--- config.mk ---
export PLATFORM = sky130hd
export DESIGN_NAME = traffic_phase_sequencer
export DESIGN_NICKNAME = d
export VERILOG_FILES = /design/src/rtl/tlc_pkg.sv /design/src/rtl/tick_gen.sv /design/src/rtl/traffic_phase_sequencer.sv
export SDC_FILE = /design/constraint.sdc
export NUM_CORES = 1
export LEC_CHECK = 0
export CAP_MARGIN = 20
export CORE_MARGIN = 2
export CORE_UTILIZATION = 50
export CTS_CLUSTER_DIAMETER = 100
export DETAILED_ROUTE_END_ITERATION = 12
export GPL_ROUTABILITY_DRIVEN = 0
export PLACE_DENSITY = 0.68
export SYNTH_ARGS = -nofsm -noshare
export SYNTH_HDL_FRONTEND = slang
export SYNTH_SLANG_ARGS = --single-unit
--- constraint.sdc ---
create_clock -name clk -period 2.7 [get_ports clk]
set_input_delay 0.54 -clock clk [delete_from_list [all_inputs] [get_ports clk]]
set_output_delay 0.54 -clock clk [all_outputs]
set_load 0.02 [all_outputs]
--- src/rtl/tlc_pkg.sv ---
// Shared phase encodings, lamp patterns and default timing for the traffic
// phase sequencer.
package tlc_pkg;

    typedef enum logic [2:0] {
        NS_G  = 3'd0,
        NS_Y  = 3'd1,
        RED1  = 3'd2,
        EW_G  = 3'd3,
        EW_Y  = 3'd4,
        RED2  = 3'd5,
        EMERG = 3'd6
    } phase_t;

    // Lamp bundles are {R,Y,G}.
    localparam logic [2:0] LAMP_R = 3'b100;
    localparam logic [2:0] LAMP_Y = 3'b010;
    localparam logic [2:0] LAMP_G = 3'b001;

    localparam int DEF_CLK_HZ   = 50000000;
    localparam int DEF_GREEN_S  = 12;
    localparam int DEF_YELLOW_S = 3;
    localparam int DEF_ALLRED_S = 1;
    localparam int DEF_PED_CUT  = 3;

endpackage

--- src/rtl/tick_gen.sv ---
// Free-running prescaler: one-cycle tick every CLK_HZ clocks; clr holds the
// count at zero so the next tick lands a full period after clr drops.
module tick_gen #(
    parameter int CLK_HZ = 50000000
) (
    input  logic clk,
    input  logic rstn,
    input  logic clr,
    output logic tick
);

    localparam int            CW   = (CLK_HZ > 1) ? $clog2(CLK_HZ) : 1;
    localparam logic [CW-1:0] LAST = CW'(CLK_HZ - 1);

    logic [CW-1:0] cnt;

    always_ff @(posedge clk or negedge rstn) begin
        if (!rstn)
            cnt <= '0;
        else if (clr || cnt == LAST)
            cnt <= '0;
        else
            cnt <= cnt + CW'(1);
    end

    assign tick = !clr && (cnt == LAST);

endmodule

--- src/rtl/traffic_phase_sequencer.sv ---
// Two-road traffic light phase sequencer with emergency override and an
// optional pedestrian green-truncation feature enabled by TLC_PED_REQ_EN.
module traffic_phase_sequencer
    import tlc_pkg::*;
#(
    parameter int CLK_HZ   = DEF_CLK_HZ,
    parameter int GREEN_S  = DEF_GREEN_S,
    parameter int YELLOW_S = DEF_YELLOW_S,
    parameter int ALLRED_S = DEF_ALLRED_S,
    parameter int PED_CUT  = DEF_PED_CUT
) (
    input  logic       clk,
    input  logic       rstn,
    input  logic       emerg_i,
    input  logic       ped_req_i,
    output logic       ped_ack_o,
    output logic [2:0] ns_light_o,
    output logic [2:0] ew_light_o,
    output logic [3:0] count_o,
    output logic [2:0] state_o
);

    localparam logic [3:0] GREEN  = 4'(GREEN_S);
    localparam logic [3:0] YELLOW = 4'(YELLOW_S);
    localparam logic [3:0] ALLRED = 4'(ALLRED_S);
    localparam logic [3:0] PED    = 4'(PED_CUT);

    phase_t     state, state_nxt;
    logic [3:0] count, count_nxt;
    logic       tick, clr, ack_nxt;

    function automatic phase_t succ(input phase_t p);
        case (p)
            NS_G:    return NS_Y;
            NS_Y:    return RED1;
            RED1:    return EW_G;
            EW_G:    return EW_Y;
            EW_Y:    return RED2;
            default: return NS_G;
        endcase
    endfunction

    function automatic logic [3:0] dur(input phase_t p);
        case (p)
            NS_G, EW_G: return GREEN;
            NS_Y, EW_Y: return YELLOW;
            default:    return ALLRED;
        endcase
    endfunction

    // Prescaler sits at zero through emergency so RED2 after release is full length.
    assign clr = (state == EMERG);

    tick_gen #(.CLK_HZ(CLK_HZ)) u_tick (
        .clk  (clk),
        .rstn (rstn),
        .clr  (clr),
        .tick (tick)
    );

`ifdef TLC_PED_REQ_EN
    logic pending;
    logic ack;

    // A request in the clearing cycle wins over the clear.
    always_ff @(posedge clk or negedge rstn) begin
        if (!rstn) begin
            pending <= 1'b0;
            ack     <= 1'b0;
        end else begin
            pending <= ped_req_i | (pending & ~ack_nxt);
            ack     <= ack_nxt;
        end
    end

    assign ped_ack_o = ack;
`else
    logic unused_ped;
    assign unused_ped = ped_req_i;
    assign ped_ack_o  = 1'b0;
`endif

    always_comb begin
        state_nxt = state;
        count_nxt = count;
        ack_nxt   = 1'b0;
        if (emerg_i) begin
            state_nxt = EMERG;
            count_nxt = 4'd0;
        end else if (state == EMERG) begin
            state_nxt = RED2;
            count_nxt = ALLRED;
        end else if (tick) begin
`ifdef TLC_PED_REQ_EN
            ack_nxt = pending && (state == NS_G || state == EW_G);
`endif
            if (ack_nxt && count > PED) begin
                count_nxt = PED;
            end else if (count <= 4'd1) begin
                state_nxt = succ(state);
                count_nxt = dur(succ(state));
            end else begin
                count_nxt = count - 4'd1;
            end
        end
    end

    always_ff @(posedge clk or negedge rstn) begin
        if (!rstn) begin
            state <= RED2;
            count <= ALLRED;
        end else begin
            state <= state_nxt;
            count <= count_nxt;
        end
    end

    always_comb begin
        ns_light_o = LAMP_R;
        ew_light_o = LAMP_R;
        case (state)
            NS_G:    ns_light_o = LAMP_G;
            NS_Y:    ns_light_o = LAMP_Y;
            EW_G:    ew_light_o = LAMP_G;
            EW_Y:    ew_light_o = LAMP_Y;
            default: ;
        endcase
    end

    assign count_o = count;
    assign state_o = state;

endmodule

Word-level counts from Yosys, hierarchy flattened. Cells that the tools add are included.

Register bits: 33. Input port bits: 4. Logic and storage cells: 40.

Add/subtract/negate cells: 2. Order comparisons: 1. Equal/unequal tests: 9. Multiplexer cells: 15. Reduce and logical (&&, ||, !) cells: 10.

Operators by type and width (count): $add 26x1->26 const B (1); $eq 26x26->1 const B (1); $mux 26 (1); $mux 3 (6); $mux 4 (4); $pmux 3 s5 (1); $pmux 3 s2 (2); $eq 3x2->1 const B (3); $eq 3x3->1 const B (3); $pmux 4 s2 (1); $eq 3x1->1 const B (2); $logic_not 3->1 (2); $reduce_bool 3->1 (2); $le 4x1->1 const B (1); $reduce_or 2->1 (2); $sub 4x1->4 const B (1); $reduce_and 2->1 (1); $logic_and 1x1->1 (1); $logic_not 1->1 (1); $logic_or 1x1->1 (1).

Logic depth before layout (Yosys ltp).
Word-level depth: 13. Mapped depth: 8. Mapped depth without buffers: 7.

By module. From an unflattened synthesis, not the netlist that was laid out.

Cell total of the unflattened synthesis: 221. Area, all modules: 2009.4 um2.

By module, submodules not included: tick_gen (times used 1, cells each 157, area each 1470.2 um2, seq. area each 650.6 um2); traffic_phase_sequencer (times used 1, cells each 64, area each 539.3 um2, seq. area each 178.9 um2).

Worst setup path before layout. No wires, ideal clock.

Path kind: reg2reg. From: register count[0] (netlist: count_o[0]). To: register count[2] (netlist: count_o[2]). Setup time: 69 ps. Data arrival time: 1984 ps. Required time: 2631 ps. Slack: 646 ps. Stages on the path, launching flop included: 8. Path buffers: 0. Path through: dfstp_2 > inv_1 > ha_1 > or2_2 > nand4b_1 > nand3b_1 > or4b_1 > nand3_1.

Cells in the longest elaborated chain, start to end: 5.

RTL lines: start, declared (line traffic_phase_sequencer.sv:29) `logic [3:0] count, count_nxt;`; start signal, assigned (line traffic_phase_sequencer.sv:114) `count <= count_nxt;`; $sub 4x1->4 or $le 4x1->1 (tied branches) (line traffic_phase_sequencer.sv:103, traffic_phase_sequencer.sv:99); $mux 4 (*) (line traffic_phase_sequencer.sv:99) `end else if (count <= 4'd1) begin`; $mux 4 (*) (line traffic_phase_sequencer.sv:93) `end else if (tick) begin`; $mux 4 (*) (line traffic_phase_sequencer.sv:90) `end else if (state == EMERG) begin`; $mux 4 (*) (line traffic_phase_sequencer.sv:87) `if (emerg_i) begin`.

Mark *: on every way between the ends. The rest lies on a longest branch, timed or not. The select of a mux whose other input is x is not followed. A chain may end at the register's enable or synchronous reset.

Worst setup path in the final report.
From: register state[0] (netlist: state_o[0]). To: output port ew_light_o[0].

Cells in the longest elaborated chain, start to end: 2.

RTL lines: start, declared (line traffic_phase_sequencer.sv:28) `phase_t state, state_nxt;`; start signal, assigned (line traffic_phase_sequencer.sv:113) `state <= state_nxt;`; $eq 3x3->1 or $eq 3x2->1 (tied branches) (line traffic_phase_sequencer.sv:121) `case (state)`; $pmux 3 s2 (*) (line traffic_phase_sequencer.sv:121); end, declared (line traffic_phase_sequencer.sv:18) `output logic [2:0] ew_light_o,`.

Mark *: on every way between the ends. The rest lies on a longest branch, timed or not.

==> results.md <==
- Rows: 22
- Commonest cells post-synth: nor2_1, dfrtp_1, xor2_1
- DP HPWL: 2540 microns
- Post-Syn Instances: 193
- RSZ-0062 raised after global routing: false
- Layout area overhead: 13.3%
- Syn_nets: 200
- Seq/Total Area, Yosys: 0.449
- Number of DRC markers in iteration 0: 106
- Outcome: finished, final reports clean
- Final WL: 3510 microns
- Post-Synth XOR/XNOR Area: 0.114
- # Post-CTS Setup Buffers: 0
- Peak fanout along the critical path: 10
- Kind of critical path: reg2out
- Maximum level of the CTS H-tree: 2
- Adder-Cell Fraction of Synth Area: 0.0203
- CTS Sinks: 33
- Final Cycle Share: 0.888
- Fmax: 417 MHz
- Number of max-cap violations: 0
- Main combinational cell family by area after synthesis: simple AND/OR/NAND/NOR gates
- DRC viols: 0
- Post-synth top area share: 0.407
- DIE WIDTH: between 60 and 70 microns
- Initial Utilization: 0.512
- Ratio of cells with drive above 1 in the final layout: 0.0952
- Final instance area: 2090 sq um
- Final-report setup violation count: 0
- Fill cell count: around 330
- Sw Pwr: 0.296 mW
- Input/output buffers: 15
- WP data arrival: 1.86 ns
- Clock Power Share: 0.339
- Final-stage net count: 216
- Clk_skew: 0.00539 ns
- Inserted Diodes: 0
- Core Region: 3610 sq um
- TritonCTS Buffers: 5
- Post-CTS Resized: 0
- P_leak: just over 0.9 nW
- Ys async rst share: 1.00
- CTS tree: built
- Synth Area in Compound Gates: 0.0589
- Worst-Skew Late Latency: 0.28 ns
- Mux contribution to synthesized area: 0.00542
- IO Pins: 18
- WP data required: 2.16 ns
- Vias in the first global route: between 1000 and 1500
- HP Class: reg2reg
- Largest net degree at the start of global routing: 34
- Total Power: 1.10 mW
- Wire per inst: 13.6 microns
- Final TNS setup: 0 ns
- Worst vdd ir: 0.279 mV
- Max Buffers Root-to-Sink: 2
- Crit. End Element: primary output
- Die footprint: around 4200 sq um
- Post-Synth Simple-Gate Area: 0.297
- Post-synth EDFFs: 0
- First-pass iteration count of the detailed router: 4
- Share of power burned in registers: 0.501
- Hold buffer count at CTS: 0
- Combinational power share: 0.159
- Synthesis Warnings: 0
- Leading area contributor after synthesis: dfrtp_1
- Int Power: 0.800 mW
- Unique masters post-synth: 44
- Top_reg_cell synth: dfrtp_1
- Root Buffer: clkbuf_8
- First-pass GRT wire length: 6340 microns
- Sw Ratio: 0.270
- GRT Util Overall: 0.198
- PD cells: 524 nW/um^2
- Area after DPL: ~2000 sq um
- Final ANT Viol Nets: 0
- Min cycle time layout: about 2.4 ns
- Vias/cell: 5.49
- Syn_area_per_cell: 9.57 sq um
- Vias: 1417
- Slew Limit Fails: 0
- Congestion Overflow GR: 0
- Seq cells post-synth: 33
- Number of antenna violations at the first check in global routing: 0
- Final Core Density: 0.581
- Synth top area cells: dfrtp_1, xor2_1, nor2_1, nand3_1, dfstp_2
- Die H: 64.8 microns
- Critical Path Start Type: register
- Final Hold Fails: 0
- Top-count cell post-synth: nor2_1
- Post-Syn Area: 1850 sq um
- Reg clk slew, reported paths: 0.06 ns
[cell families (layout without fill, tap and decap cells)]
family | Yosys count | count (layout)
adder cells (fa/ha/maj) | 3 | 3
flip-flops | 33 | 33
AND/OR/NAND/NOR | 100 | 100
buffers and inverters | 16 | 33
other | 1 | 1
XOR/XNOR | 24 | 24
AO/OA/AOI/OAI | 15 | 15
multiplexers | 1 | 1
[power by group through the flow]
stage | clock network (mW) | registers [mW] | logic, mW
after floorplan | 0 | 0.559 | 0.130
after global placement | 0 | 0.555 | 0.170
after detailed placement | 0 | 0.557 | 0.177
after CTS | 0.386 | 0.549 | 0.177
after global routing | 0.404 | 0.556 | 0.199
final | 0.372 | 0.550 | 0.175
[final timing paths]
kind | from | to | slack [ns] | cells past startpoint
max | state_o[0] | ew_light_o[0] | 0.30 | 3
min | u_tick.cnt[0] | u_tick.cnt[0] | 0.49 | 1
max reg2reg | count_o[0] | count_o[2] | 0.55 | 7
min reg2reg | u_tick.cnt[0] | u_tick.cnt[0] | 0.49 | 1
max in group asynchronous | rstn | state_o[0] | 1.71 | 2
min in group asynchronous | rstn | count_o[2] | 0.65 | 2
[per-stage QoR]
stage | std cells | hold slack [ns] | worst slack, ns
floorplan | 193 | 0.244 | 0.646
global placement | 250 | 0.466 | 0.618
detailed placement | 250 | 0.487 | 0.545
CTS | 258 | 0.495 | 0.312
global route | 258 | 0.530 | 0.231
finish | 258 | 0.488 | 0.303
[sequential cells by signal (all words and copies together), names as in the netlist]
name / cells
state_o: 3
count_o: 4
u_tick.cnt: 26
[layer usage]
layer	wire length, microns	up-vias	GRT usage
met4	68	0	0.112
met5	0	-	0
met2	1820	27	0.338
met3	115	8	0.0451
li1	-	699	-
met1	1510	683	0.227
[critical path, cell delays in order (launching register included)]
cell             delay, ns
dfstp_2               0.63
nand2_1               0.08
nor2_1                0.21
clkdlybuf4s50_1       0.66
[cells in the final DEF (no fill, tap or decap), types with 2 or more instances in the layout]
cell type / count
a21oi_1: 3
a31o_2: 3
and3_1: 6
and4_1: 2
buf_4: 2
clkbuf_1: 2
clkbuf_8: 6
clkdlybuf4s50_1: 15
dfrtp_1: 30
dfstp_2: 3
ha_1: 3
inv_1: 8
nand2_1: 9
nand3_1: 16
nand4_1: 10
nor2_1: 36
nor3_1: 4
nor4_1: 2
nor4_4: 2
o31ai_1: 2
or2_2: 2
xnor2_1: 7
xor2_1: 17
[area by class of cell]
type                       count  area [sq um]  share of cell area
tap                           48          60.1              0.0287
sequential                    33           830               0.396
clock buffer                   8          90.1              0.0430
timing repair buffer          17           165              0.0789
multi-input combinational    144           918               0.439
inverter                       8          30.0              0.0143
(Power assumes the default switching activity.)
